[config.mk]
export PLATFORM = sky130hd
export DESIGN_NAME = piece_rotate_ctrl
export DESIGN_NICKNAME = d
export VERILOG_FILES = /design/src/rtl/piece_rotate_ctrl.sv
export SDC_FILE = /design/constraint.sdc
export NUM_CORES = 1
export LEC_CHECK = 0
export CORE_MARGIN = 8
export CORE_UTILIZATION = 45
export DETAILED_ROUTE_END_ITERATION = 10
export GPL_TIMING_DRIVEN = 0
export HOLD_SLACK_MARGIN = 0.05
export PLACE_DENSITY_LB_ADDON = 0.05
export SLEW_MARGIN = 20
export SYNTH_ARGS = -nofsm -noshare
export SYNTH_HDL_FRONTEND = slang
export SYNTH_SLANG_ARGS = --single-unit
export TNS_END_PERCENT = 20
[constraint.sdc]
create_clock -name clk -period 2.5 [get_ports clk]
set_input_delay 0.625 -clock clk [delete_from_list [all_inputs] [get_ports clk]]
set_output_delay 0.625 -clock clk [all_outputs]
set_load 0.02 [all_outputs]
[src/rtl/piece_rotate_ctrl.sv]
// Rotation controller: captures a spinner candidate, checks its four cells
// serially against bounds and the locked-cell board, and commits only if all pass.
module piece_rotate_ctrl #(
  parameter int XSIZE = 3,
  parameter int YSIZE = 3
) (
  input  logic                  clk,
  input  logic                  rst_n,
  input  logic                  load,
  input  logic [3:0][XSIZE:0]   load_x,
  input  logic [3:0][YSIZE:0]   load_y,
  input  logic                  rot_req,
  input  logic [3:0][XSIZE:0]   cand_x,
  input  logic [3:0][YSIZE:0]   cand_y,
  input  logic [1:0]            cand_spin,
  output logic [XSIZE-1:0]      rd_x,
  output logic [YSIZE-1:0]      rd_y,
  input  logic                  rd_occ,
  output logic [3:0][XSIZE:0]   cur_x,
  output logic [3:0][YSIZE:0]   cur_y,
  output logic [1:0]            spin_state,
  output logic                  busy,
  output logic                  done,
  output logic                  ok
);

  typedef enum logic [1:0] {IDLE, CHECK, RESP} state_t;

  state_t              state, state_nxt;
  logic [3:0][XSIZE:0] shadow_x;
  logic [3:0][YSIZE:0] shadow_y;
  logic [1:0]          shadow_spin;
  logic [1:0]          idx;
  logic                cell_fail;
  logic                accept;

  assign accept    = (state == IDLE) && rot_req && !load;
  // Out-of-range flags fail the cell whatever the board reports for the wrapped index.
  assign cell_fail = shadow_x[idx][XSIZE] | shadow_y[idx][YSIZE] | rd_occ;

  // NOTE: sequential state uses non-blocking assignments so every register
  // samples the pre-edge values of its neighbours.
  always_ff @(posedge clk) begin
    if (!rst_n) state <= IDLE;
    else        state <= state_nxt;
  end

  always_comb begin
    // NOTE: default first so every path assigns state_nxt and no latch is inferred.
    state_nxt = state;
    if (load) begin
      state_nxt = IDLE;
    end else begin
      case (state)
        IDLE:    if (rot_req) state_nxt = CHECK;
        CHECK:   if (cell_fail || idx == 2'd3) state_nxt = RESP;
        RESP:    state_nxt = IDLE;
        default: state_nxt = IDLE;
      endcase
    end
  end

  always_comb begin
    busy = (state == CHECK) || (state == RESP);
    done = (state == RESP);
    rd_x = '0;
    rd_y = '0;
    if (state == CHECK) begin
      rd_x = shadow_x[idx][XSIZE-1:0];
      rd_y = shadow_y[idx][YSIZE-1:0];
    end
  end

  // NOTE: shadow registers carry no reset; they are always written on accept
  // before CHECK reads them, so their power-up value is never observed.
  always_ff @(posedge clk) begin
    if (accept) begin
      shadow_x    <= cand_x;
      shadow_y    <= cand_y;
      shadow_spin <= cand_spin;
    end
  end

  always_ff @(posedge clk) begin
    if (!rst_n) begin
      cur_x      <= '0;
      cur_y      <= '0;
      spin_state <= '0;
      idx        <= '0;
      ok         <= 1'b0;
    end else if (load) begin
      cur_x      <= load_x;
      cur_y      <= load_y;
      spin_state <= '0;
      idx        <= '0;
    end else begin
      case (state)
        IDLE: if (rot_req) idx <= '0;
        CHECK: begin
          if (cell_fail) begin
            ok <= 1'b0;
          end else if (idx == 2'd3) begin
            ok         <= 1'b1;
            cur_x      <= shadow_x;
            cur_y      <= shadow_y;
            spin_state <= shadow_spin;
          end else begin
            idx <= idx + 2'd1;
          end
        end
        default: ;
      endcase
    end
  end

endmodule

==> metrics, run 1 <==
LEAKAGE around 0.0016 uW; root buffer cell clkbuf_8; R2R Path End cur_y[10]$_SDFFE_PN0P_; status finished clean; Clock Tree Buf Depth 2; routed vias 2,936; vias in the first global route 2,998; Post-Syn Area per Cell 10.8 um^2; Min-Delay Path Class flip-flop to flip-flop; number of routed nets with antenna violations 0; hold path cells 2; R2R cell count 6; CTS H-tree depth 3; cells along the critical path buf_8, mux4_2, and2_1, clkdlybuf4s15_1; sequential cell area fraction in the yosys report a little under three fifths; Via-to-Cell Ratio 5.57; hpwl dp around 7000 um; Die ar. 10,100 um^2; CP max-delay cell mux4_2; Critical Path Sink Type output port; IO Port Bufs 113; fill cell count 593; Power Density 587 nW/um^2; RR Startpoint shadow_y[11]$_DFFE_PP_; Worst Tran Pin Value between 0.5 and 0.6 ns; grt total ovfl 0; FP Rows 31; drt first pass iters 5; DRC 0; Max FO, Critical Path 10; CP peak stage delay 0.49 ns; Max Cap Viol 0; Critical Path AT 1.82 ns; WP data required around 1.9 ns; r2r setup slk 0.64 ns; share of layout cells above drive strength 1 12.1%; crit start category flip-flop; Tmin final 2.45 ns; number of instances in the placed design ~510; clk_lat worst skew approximately 0.35 ns; Die X 101 um; final net count 499; relative slew slack about 65%; EDFF count, synth 34; Die Span Y ~100 um; synthesized cell area approximately 3200 um^2; synth warn 0; Slew Viols, Final 0; Worst-path clk slew 0.08 ns; fmax 409 MHz; Post-synth ARST share 0%; syn nets ~370; initial core utilization 45.3%; area grow syn2layout 47.1%; Mapped Cells around 300; Power, Total between 2000 and 3000 uW; post-synthesis register bit count 73; cell taking the most area after synthesis edfxtp_1; top-level I/O count 114; Non-Filler Instances 527; Min Hold Slack roughly 0.47 ns; n_diodes 0; Setup Crit Path Kind flip-flop to output port; global-route wire length before repair 15,400 um; Finish-stage setup viols 0; CTS Buf Count 9; WHS Endpoint ok$_SDFFE_PN0P_; initial antenna violation count 0; Worst Skew 0.0117 ns; hold_buf cts 0; post-synth top area share 31.8%; synth top area cells edfxtp_1, dfxtp_1, a31oi_1, nand3_1, o21ai_1; final wirelength 9810 um; core area a little over 7000 um^2; DR iter-0 viols 151; count leader, synth dfxtp_1; Post-synth top cells dfxtp_1, nand3_1, a31oi_1, edfxtp_1, o21ai_1; Clock Sinks 73; RSZ-0062 raised after global routing true; Total GRT Usage 19.7%; final worst path period share 97.9%; post-CTS setup buffer count 0; CTS tree built; Final Hold Fails 0; Max IR drop VDD 0.319 mV; Final Wtd Congestion between 0.8 and 0.9; drt wl/cell 18.6 um; Hold Path Origin ok$_SDFFE_PN0P_; largest net degree at the start of global routing 25; Synth cell types 35; Synth Flop Type dfxtp_1
-- repair_timing --
item | CTS | global route
cloned | 0 | 0
endpoints found under the setup margin | 6 | 5
resized for setup | 24 | 5
-- power by group --
group	total (uW)	leakage [uW]	switching [uW]	internal [uW]
logic	419	0.000829	196	223
clock network	1000	0.0000976	449	556
registers	1350	0.000641	32.4	1320
total	2770	0.00157	677	2100
-- cells in the final DEF (no fill, tap or decap), types with 11 or more instances in the layout --
master,n
dfxtp_1,37
o21ai_0,32
nand3_1,37
o21ai_1,34
edfxtp_1,34
buf_2,12
a31oi_1,35
clkdlybuf4s50_1,107
clkbuf_1,11
-- layout make-up --
| class | count | area, um^2 | share of cell area (%) |
|---|---|---|---|
| sequential | 73 | 1810 | 38.2 |
| multi-input combinational | 191 | 1240 | 26.3 |
| timing repair buffer | 114 | 1140 | 24.2 |
| buffer | 29 | 183 | 3.86 |
| clock buffer | 10 | 128 | 2.70 |
| tap | 99 | 124 | 2.62 |
| clock inverter | 6 | 82.6 | 1.75 |
| inverter | 5 | 18.8 | 0.397 |
-- sequential cells by signal, indices dropped and copies added (netlist names) --
| name | count |
|---|---|
| shadow_spin | 2 |
| cur_x | 16 |
| spin_state | 2 |
| state | 2 |
| ok | 1 |
| shadow_x | 16 |
| shadow_y | 16 |
| cur_y | 16 |
| idx | 2 |
-- worst max-delay path, delay by kind of cell (launching register included) --
kind	cells	cell delay (ns)
mux	1	0.49
buf+inv	2	0.43
flops	1	0.38
simple gates	1	0.17
-- per-layer routing --
| metal | vias up | wire length, um | global-route usage (%) |
|---|---|---|---|
| met5 | - | 0 | 0 |
| met4 | 0 | 176 | 8.60 |
| met3 | 16 | 838 | 4.90 |
| met2 | 134 | 4790 | 32.7 |
| met1 | 1398 | 4010 | 23.6 |
| li1 | 1388 | - | - |
-- metrics by stage --
step	setup slack [ns]	utilization (%)	area (um^2)	setup TNS, ns
2_1_floorplan	0.287	-	3220	0
3_3_place_gp	-0.857	63.0	4470	-30.27
4_1_cts	0.00134	66.8	4740	0
5_1_grt	-0.0101	66.6	4730	-0.0101
6_report	0.0529	66.6	4730	0
3_5_place_dp	-0.375	63.4	4500	-4.92
-- worst max-delay path by stage --
stage                         from                       end  slack [ns]  depth (start not counted)
6_report       idx[0]$_SDFFE_PP0P_                   rd_y[2]        0.05                          4
5_1_grt        idx[0]$_SDFFE_PP0P_                   rd_y[2]       -0.01                          4
4_1_cts        idx[1]$_SDFFE_PP0P_                   rd_x[0]       0.001                          5
3_5_place_dp   idx[1]$_SDFFE_PP0P_                   rd_x[0]       -0.38                          5
3_3_place_gp                  load     shadow_x[5]$_DFFE_PP_       -0.86                          4
2_1_floorplan                 load  shadow_spin[0]$_DFFE_PP_        0.29                          3
-- kinds of logic after synthesis --
kind of cell	share of synthesized area, %
buf+inv	5.37
fa+ha+maj	1.95
flops	56.0
compound gates	21.6
simple gates	10.3
mux	4.82
(Power assumes the default switching activity.)
==> run 2: changes to the inputs <==
CELL_PAD_IN_SITES_DETAIL_PLACEMENT = 0   (was unset)
CELL_PAD_IN_SITES_GLOBAL_PLACEMENT = 1   (was unset)
CORE_UTILIZATION = 35   (was 45)
CTS_BUF_LIST = sky130_fd_sc_hd__clkbuf_8   (was unset)
CTS_CLUSTER_SIZE = 25   (was unset)
==> run 2 against run 1 <==
Net effect: die area increased by 24%; final area rose by 1.8%; via count shrank 2.9%; combinational power about the same; sequential share of layout area decreased by 0.69 points; core utilization shrank 14 points; clock skew decreased by 0.0016 ns; total power rose by 3.7%; flip-flop and latch count unchanged; global-route usage down 2.9 points; register-to-register slack worse by 0.03 ns; largest cell class unchanged.
==> metrics, run 2 (synthesis results as in run 1) <==
largest net degree at the start of global routing 21; dpl cell area 4510 um^2; WP data required 1.88 ns; CTS tree built; CTS H-tree depth 3; n_diodes 0; most frequent cells in the layout clkdlybuf4s50_1, dfxtp_1, nand3_1; hold_buf cts 0; drt first pass iters 4; initial core utilization a little over a third; Final Hold Fails 0; core area 9060 um^2; clk_lat worst skew roughly 0.35 ns; Setup Crit Path Kind flip-flop to output port; Critical Path Sink Type output port; CTS Buf Count 9; LEAKAGE around 0.0016 uW; number of routed nets with antenna violations 0; R2R cell count 6; Power Density 598 nW/um^2; initial antenna violation count 0; CP peak stage delay 0.48 ns; Final Wtd Congestion roughly 0.8; power share of the clock group 38.4%; R2R Path End cur_y[1]$_SDFFE_PN0P_; CP max-delay cell mux4_2; termination of the worst setup path rd_y[0]; Levels on crit path 4; global-route wire length before repair 16,300 um; relative slew slack 59.3%; Clock Sinks 73; Min-Delay Path Class flip-flop to flip-flop; Finished Cell Area 4810 um^2; RSZ-0062 raised after global routing false; IO Port Bufs 113; vias in the first global route between 3,000 and 4,000; post-layout util between 50% and 60%; Max IR drop VDD 0.339 mV; sw frac between 20% and 30%; Clock Tree Buf Depth 2; Die Span Y 112 um; fill cell count between 800 and 900; Total GRT Usage 16.8%; grt total ovfl 0; Worst Tran Pin Value just over 0.6 ns; Worst Skew between 0.01 and 0.015 ns; root buffer cell clkbuf_8; Critical Path AT 1.81 ns; combinational share of power 14.7%; Tmin final 2.43 ns; Max Cap Viol 0; critical path's top delay family multiplexers; Internal Power between 2000 and 2500 uW; final wirelength approximately 11,000 um; Worst-path clk slew about 0.07 ns; Power, Total roughly 2900 uW; area grow syn2layout 49.7%; Buf+Inv Stages, Crit Path 2; Finish-stage setup viols 0; commonest non-fill, non-tap cell in the layout clkdlybuf4s50_1; Via-to-Cell Ratio approximately 5.3; final worst path period share 97.4%; fmax 411 MHz; RR Startpoint shadow_x[15]$_DFFE_PP_; cells along the critical path buf_8, mux4_2, and2_1, clkdlybuf4s15_1; Die ar. 12,500 um^2; hpwl dp approximately 7400 um; net switching power 680 uW; drt wl/cell between 15 and 20 um; top-level I/O count about 110; FP Rows 35; routed vias 2,851; r2r setup slk 0.61 ns; DRC 0; crit start category flip-flop; Slew Viols, Final 0; final net count 502; Sequential Power Share 47.0%; Die X between 100 and 150 um; status finished clean; Min Hold Slack 0.470 ns; share of layout cells above drive strength 1 13.0%; DR iter-0 viols 172; Max FO, Critical Path 6; crit path from idx[0]$_SDFFE_PP0P_
## run 2: cell types whose count changed in the layout (fill, tap and decap cells not counted), sizes merged
cell,previous run,this run
buf,20,22
clkinv,2,0
inv,5,7
bufbuf,0,1
bufinv,2,3
dlygate4sd2,1,0
## run 2: worst register-to-register path, stage by stage (launching register included)
cell and delay (ns):
edfxtp_1 0.40, or3b_1 0.40, buf_2 0.17, a31oi_4 0.35
buf_6 0.21, nand3_1 0.10, a31oi_1 0.19
## run 2: worst min path at each step
stage	from	to	slack, ns	cells past startpoint
final	ok$_SDFFE_PN0P_	ok$_SDFFE_PN0P_	0.47	2
after global routing	ok$_SDFFE_PN0P_	ok$_SDFFE_PN0P_	0.50	2
after CTS	ok$_SDFFE_PN0P_	ok$_SDFFE_PN0P_	0.48	2
after detailed placement	ok$_SDFFE_PN0P_	ok$_SDFFE_PN0P_	0.47	2
after global placement	ok$_SDFFE_PN0P_	ok$_SDFFE_PN0P_	0.46	2
after floorplan	state[0]$_SDFFE_PP0P_	state[0]$_SDFFE_PP0P_	0.45	2
## run 2: metrics by stage
step	TNS, ns	worst slack [ns]	instances
CTS	0	0.000794	542
global route	0	0.00230	542
floorplan	0	0.287	298
detailed placement	-9.41	-0.417	523
global placement	-35.87	-1.01	522
finish	0	0.0654	542
## run 2: power groups by stage
stage / sequential [uW] / combinational (uW) / clock, uW
detailed placement: 1380 / 427 / 0
finish: 1350 / 422 / 1100
global placement: 1380 / 417 / 0
CTS: 1350 / 428 / 1120
global route: 1360 / 453 / 1180
floorplan: 1420 / 133 / 0
## run 2: cell type report
type                    count  area, um^2  area share (%)
flip-flops and latches     73        1810            37.5
plain buffers              29         183            3.80
multi-input cells         191        1240            25.9
inverters                   5        18.8           0.390
repair buffers            117        1190            24.6
clock inverters             7         113            2.34
well taps                 111         139            2.89
clock buffers               9         124            2.57
## run 2: timing repair
action                                  CTS  global route
resized for setup                        23             7
endpoints found under the setup margin    6             5
buffers inserted                          2             0
gates cloned                              1             0
## run 2: layer usage
layer	vias to the layer above	part of all wire (%)	GRT usage [%]
li1	1391	-	-
met1	1357	44	20.3
met2	99	47	27.5
met3	4	8.5	6.44
met4	0	0.49	4.01
met5	-	0	0
==> run 3: changes to the inputs <==
SLEW_MARGIN = 30   (was 20)
==> results of run 3 <==
Same layout as run 2: the final DEF is identical, and so are final timing and power.
